--- src/rtl/alu_arbiter.sv ---
// Two-requester arbiter in front of one shared combinational ALU (IDLE -> EXEC -> RESP).
// Define ALU_ARB_FIXED_PRIO_EN for fixed priority (requester 0 wins); default is round-robin.
module alu_arbiter #(
    parameter int WIDTH = 32,
    parameter int OPW   = 4
) (
    input  logic               clk,
    input  logic               reset,
    input  logic [1:0]         req_valid,
    input  logic [2*WIDTH-1:0] req_a,
    input  logic [2*WIDTH-1:0] req_b,
    input  logic [2*OPW-1:0]   req_op,
    output logic [1:0]         req_ready,
    output logic [WIDTH-1:0]   alu_a,
    output logic [WIDTH-1:0]   alu_b,
    output logic [OPW-1:0]     alu_op,
    input  logic [WIDTH-1:0]   alu_result,
    input  logic               alu_flag,
    output logic               rsp_valid,
    input  logic               rsp_ready,
    output logic               rsp_id,
    output logic [WIDTH-1:0]   rsp_result,
    output logic               rsp_flag,
    output logic               busy
);

    typedef enum logic [1:0] {IDLE, EXEC, RESP} state_t;

    state_t           state;
    logic [WIDTH-1:0] opa_p0;
    logic [WIDTH-1:0] opb_p0;
    logic [OPW-1:0]   opc_p0;
    logic             id_p0;
    logic [1:0]       grant;
    logic             win_id;
    logic             handshake;

`ifdef ALU_ARB_FIXED_PRIO_EN
    always_comb begin
        grant = 2'b00;
        if (req_valid[0])
            grant = 2'b01;
        else if (req_valid[1])
            grant = 2'b10;
    end
`else
    logic last_grant;

    // On a tie, the requester that did not win last time is served.
    always_comb begin
        grant = 2'b00;
        case (req_valid)
            2'b01:   grant = 2'b01;
            2'b10:   grant = 2'b10;
            2'b11:   grant = last_grant ? 2'b01 : 2'b10;
            default: grant = 2'b00;
        endcase
    end
`endif

    assign req_ready = (state == IDLE) ? grant : 2'b00;
    assign handshake = |req_ready;
    assign win_id    = req_ready[1];

    assign alu_a  = opa_p0;
    assign alu_b  = opb_p0;
    assign alu_op = opc_p0;
    assign busy   = (state != IDLE);

    always_ff @(posedge clk or posedge reset) begin
        if (reset) begin
            state      <= IDLE;
            opa_p0     <= '0;
            opb_p0     <= '0;
            opc_p0     <= '0;
            id_p0      <= 1'b0;
            rsp_valid  <= 1'b0;
            rsp_id     <= 1'b0;
            rsp_result <= '0;
            rsp_flag   <= 1'b0;
`ifndef ALU_ARB_FIXED_PRIO_EN
            last_grant <= 1'b1;
`endif
        end else begin
            case (state)
                // Operand stage: capture the winner's request
                IDLE: begin
                    if (handshake) begin
                        opa_p0 <= req_a[win_id*WIDTH +: WIDTH];
                        opb_p0 <= req_b[win_id*WIDTH +: WIDTH];
                        opc_p0 <= req_op[win_id*OPW +: OPW];
                        id_p0  <= win_id;
`ifndef ALU_ARB_FIXED_PRIO_EN
                        last_grant <= win_id;
`endif
                        state  <= EXEC;
                    end
                end
                // Result stage: sample the shared ALU
                EXEC: begin
                    rsp_result <= alu_result;
                    rsp_flag   <= alu_flag;
                    rsp_id     <= id_p0;
                    rsp_valid  <= 1'b1;
                    state      <= RESP;
                end
                RESP: begin
                    if (rsp_ready) begin
                        rsp_valid <= 1'b0;
                        state     <= IDLE;
                    end
                end
                default: begin
                    rsp_valid <= 1'b0;
                    state     <= IDLE;
                end
            endcase
        end
    end

endmodule

--- config.mk ---
export PLATFORM = sky130hd
export DESIGN_NAME = alu_arbiter
export DESIGN_NICKNAME = d
export VERILOG_FILES = /design/src/rtl/alu_arbiter.sv
export SDC_FILE = /design/constraint.sdc
export NUM_CORES = 1
export LEC_CHECK = 0
export ABC_AREA = 1
export BUFFER_PORTS_ARGS = -buffer_cell sky130_fd_sc_hd__buf_2
export CAP_MARGIN = 0
export CELL_PAD_IN_SITES_DETAIL_PLACEMENT = 0
export CELL_PAD_IN_SITES_GLOBAL_PLACEMENT = 1
export CORE_ASPECT_RATIO = 0.5
export CORE_UTILIZATION = 31
export CTS_CLUSTER_DIAMETER = 30
export CTS_CLUSTER_SIZE = 25
export DETAILED_ROUTE_END_ITERATION = 7
export GPL_TIMING_DRIVEN = 0
export MAX_ROUTING_LAYER = met4
export PLACE_DENSITY = 0.88
export SETUP_SLACK_MARGIN = 0.1
export SLEW_MARGIN = 20
export SYNTH_ARGS = -nofsm -noshare
export SYNTH_HDL_FRONTEND = slang
export SYNTH_SLANG_ARGS = --single-unit
--- constraint.sdc ---
create_clock -name clk -period 4.1 [get_ports clk]
set_input_delay 0.82 -clock clk [delete_from_list [all_inputs] [get_ports clk]]
set_output_delay 0.82 -clock clk [all_outputs]
set_load 0.05 [all_outputs]
==> reports/results.ini <==
[run_status]
status = finished, final reports clean

[placed_design]
placement.cell_area_um2 = 7254
finalWeightedCongestion = 0.8496
post-dp-hpwl_mm = 13.26
numPortBuffers = 278

[global_route]
grt_pass1_wl_mm = 27.43
first_global_vias = 5349
grt.overflow.total = 0
grt_max_degree = 74
antenna_found_initial = 1
grtUsageTotal_pct = 19.50

[die]
starting_density_of_the_core_pct = 31.75
placeable_core_region_um2 = 17440
die-height_um = 96.51
pin_count = 280
die_width_um = 191.0
die_footprint_um2 = 18440
floorplan.rows = 34

[clock_network]
cts_sinks = 107
clkTransAtPathRegs_ns = 0.07
cts_resized = 0
cts_setup_buffers = 0
tritoncts.num_buffers = 9
ctsHtreeMaxLevel = 3
cts_root_buf = sky130_fd_sc_hd__clkbuf_16
cts_tree = yes
post_cts_hold_buffer_count = 0
cts-root-to-sink-buffers = 2
clock_insertion_delay_worst_skew_ns = 0.34

[setup_path]
setup_cp_type = reg -> out
critPathLaunchType = register
cp_cell_sequence = buf_6 > nor2_8 > nand3_2 > buf_2 > inv_1 > buf_2
timing.rr.end = alu_a[22]$_DFFE_PP0P_
worst_path_most_repeated_cell = sky130_fd_sc_hd__buf_2
cpLargestDelayFamily = buffers and inverters
critPathArrivalTime_ns = 1.91
crit_path_top_delay_cell = sky130_fd_sc_hd__dfrtp_1
end_kind = output pin
cp_num_buf_inv = 4
cp_data_required_time_ns = 3.28
critPathMaxFanout = 10
r2r.worst_path.cells = 7
r2r-start = state[0]$_DFFE_PP0P_
cp_slowest_stage_delay_ns = 0.38
r2r_setup_slack_ns = 2.53

[route]
drt_pass1_iterations = 5
detail_route.vias_per_cell = 4.601
remaining_drc_errors = 0
postRouteAntennaNets = 0
drt_first_iter_violations = 354
num_vias = 5926
avgRoutedWirePerCell_um = 13.88
routed_wire_length_mm = 17.87

[layout]
final_core_util_pct = 43.38
drive_gt1_share_pct = 32.10
layout.cell_area.non_filler_um2 = 7566
area_delta_synth_final_pct = 36.62
nNetsFinal = 1222

[synth]
ys_dominant_reg_cell = sky130_fd_sc_hd__dfrtp_1
netlist_area_um2 = 5538
synth_seq_cells = 107
async_flop_share_pct = 100.0
post-synth-top-count-cell = sky130_fd_sc_hd__nand2_1
synth_edf_count = 0
synth_largest_type_area_fraction_pct = 47.90
commonest_cells_in_the_synthesized_netlist = sky130_fd_sc_hd__nand2_1 (273), sky130_fd_sc_hd__inv_1 (143), sky130_fd_sc_hd__dfrtp_1 (106)
synthDistinctLibCells = 22
synth.largest_area_cell = sky130_fd_sc_hd__dfrtp_1
synthesis.instances = 758
synth_seq_area_share_pct = 48.37
syn_area_per_cell_um2 = 7.306
synthTopCellsByArea = sky130_fd_sc_hd__dfrtp_1 (48%), sky130_fd_sc_hd__nand2_1 (19%), sky130_fd_sc_hd__inv_1 (9.7%)
synthesis.nets = 932
synthesis.yosys.warnings = 0

[job]
timing.max_cap.violations = 0

[sta]
slew-limit-headroom_pct = 60.34
fmaxAchievable_mhz = 366.5
worst_hold_slack_ns = 0.4523
setup_viol = 0
timing_hold_violations_final = 0
tightest_slew_ns = 0.5950
final_min_period_over_clock_period_pct = 66.54
worst_clock_skew_ns = 0.005564
grt_setup_unrepaired = false
final.setup.tns_ns = 0
min_period_ns = 2.728
final_report_max_slew_violation_count = 0

[power_and_ir_drop]
power_density_nw_per_um2 = 936.5
static-leakage-power_nw = 4.708
max-vdd-ir-drop_v = 0.0004531
total_power_draw_mw = 7.086

[min_path]
worst_hold_path_type = in -> async

[how the worst max path moves through the flow]
stage	from	to	slack (ns)	depth (start not counted)
2_1_floorplan	reset	alu_a[0]$_DFFE_PP0P_	0.46	1
3_3_place_gp	reset	alu_b[1]$_DFFE_PP0P_	-1.04	2
3_5_place_dp	req_valid[0]	req_ready[1]	1.34	6
4_1_cts	state[0]$_DFFE_PP0P_	req_ready[1]	1.31	6
5_1_grt	state[0]$_DFFE_PP0P_	req_ready[1]	1.22	6
6_report	state[0]$_DFFE_PP0P_	req_ready[1]	1.37	6
[per-layer routing]
layer / vias up / wire length (µm) / global-route usage, %
met3: 19 / 777 / 2.961
li1: 2924 / - / -
met1: 2828 / 7827 / 24.82
met5: - / 0 / -
met4: 0 / 254 / 4.867
met2: 155 / 9011 / 32.82
[stage by stage]
stage,worst slack [ns],std cells
5_1_grt,1.216,1288
4_1_cts,1.306,1287
3_5_place_dp,1.343,1271
2_1_floorplan,0.4644,758
6_report,1.372,1288
3_3_place_gp,-1.036,1270
[power breakdown]
part           internal [mW]  switching, mW
Sequential              1.59          0.279
Clock                  0.498          0.414
Combinational          0.994           3.31
Total                   3.09           4.00
[sequential cells by signal, indices dropped and copies added, names as in the netlist]
signal,flops
alu_a,32
state,2
rsp_id,1
alu_op,4
alu_b,32
id_p0,1
rsp_result,32
rsp_flag,1
rsp_valid,1
last_grant,1
[cells in the final DEF (no fill, tap or decap), drive strengths merged]
cell / instances
a21oi: 1
bufinv: 1
inv: 147
clkbuf: 27
dfrtp: 106
nor3: 1
nor2: 1
diode: 1
o21ai: 4
clkinv: 3
dfstp: 1
nand4: 68
nand2: 275
o22ai: 1
nand3: 102
buf: 315
[worst reg2reg max path, cell delays in order, from the launching register on]
cell,delay [ns]
sky130_fd_sc_hd__dfrtp_1,0.38
sky130_fd_sc_hd__buf_6,0.15
sky130_fd_sc_hd__nor2_8,0.22
sky130_fd_sc_hd__o21ai_4,0.13
sky130_fd_sc_hd__clkinv_2,0.14
sky130_fd_sc_hd__buf_2,0.27
sky130_fd_sc_hd__nand3_1,0.16
sky130_fd_sc_hd__nand2_1,0.08
[cells by family (layout without fill, tap and decap cells)]
logic type             count (synthesis)  after routing  synth area share, %
AOI/OAI and AO/OA                      6              6               0.7682
buffers and inverters                198            493                14.69
DFF                                  107            107                48.37
other                                  0              1                    0
and+or+nand+nor                      447            447                36.17
[cell type report]
cell class	instances	area (µm²)
buffer	53	267.8
inverter	145	550.5
fill	1858	9876
antenna	1	2.502
multi-input combinational	453	2046
tap	234	292.8
timing repair buffer	279	1419
clock buffer	10	239.0
clock inverter	6	70.07
sequential	107	2679
No activity file was read; power rests on OpenSTA's default activity.
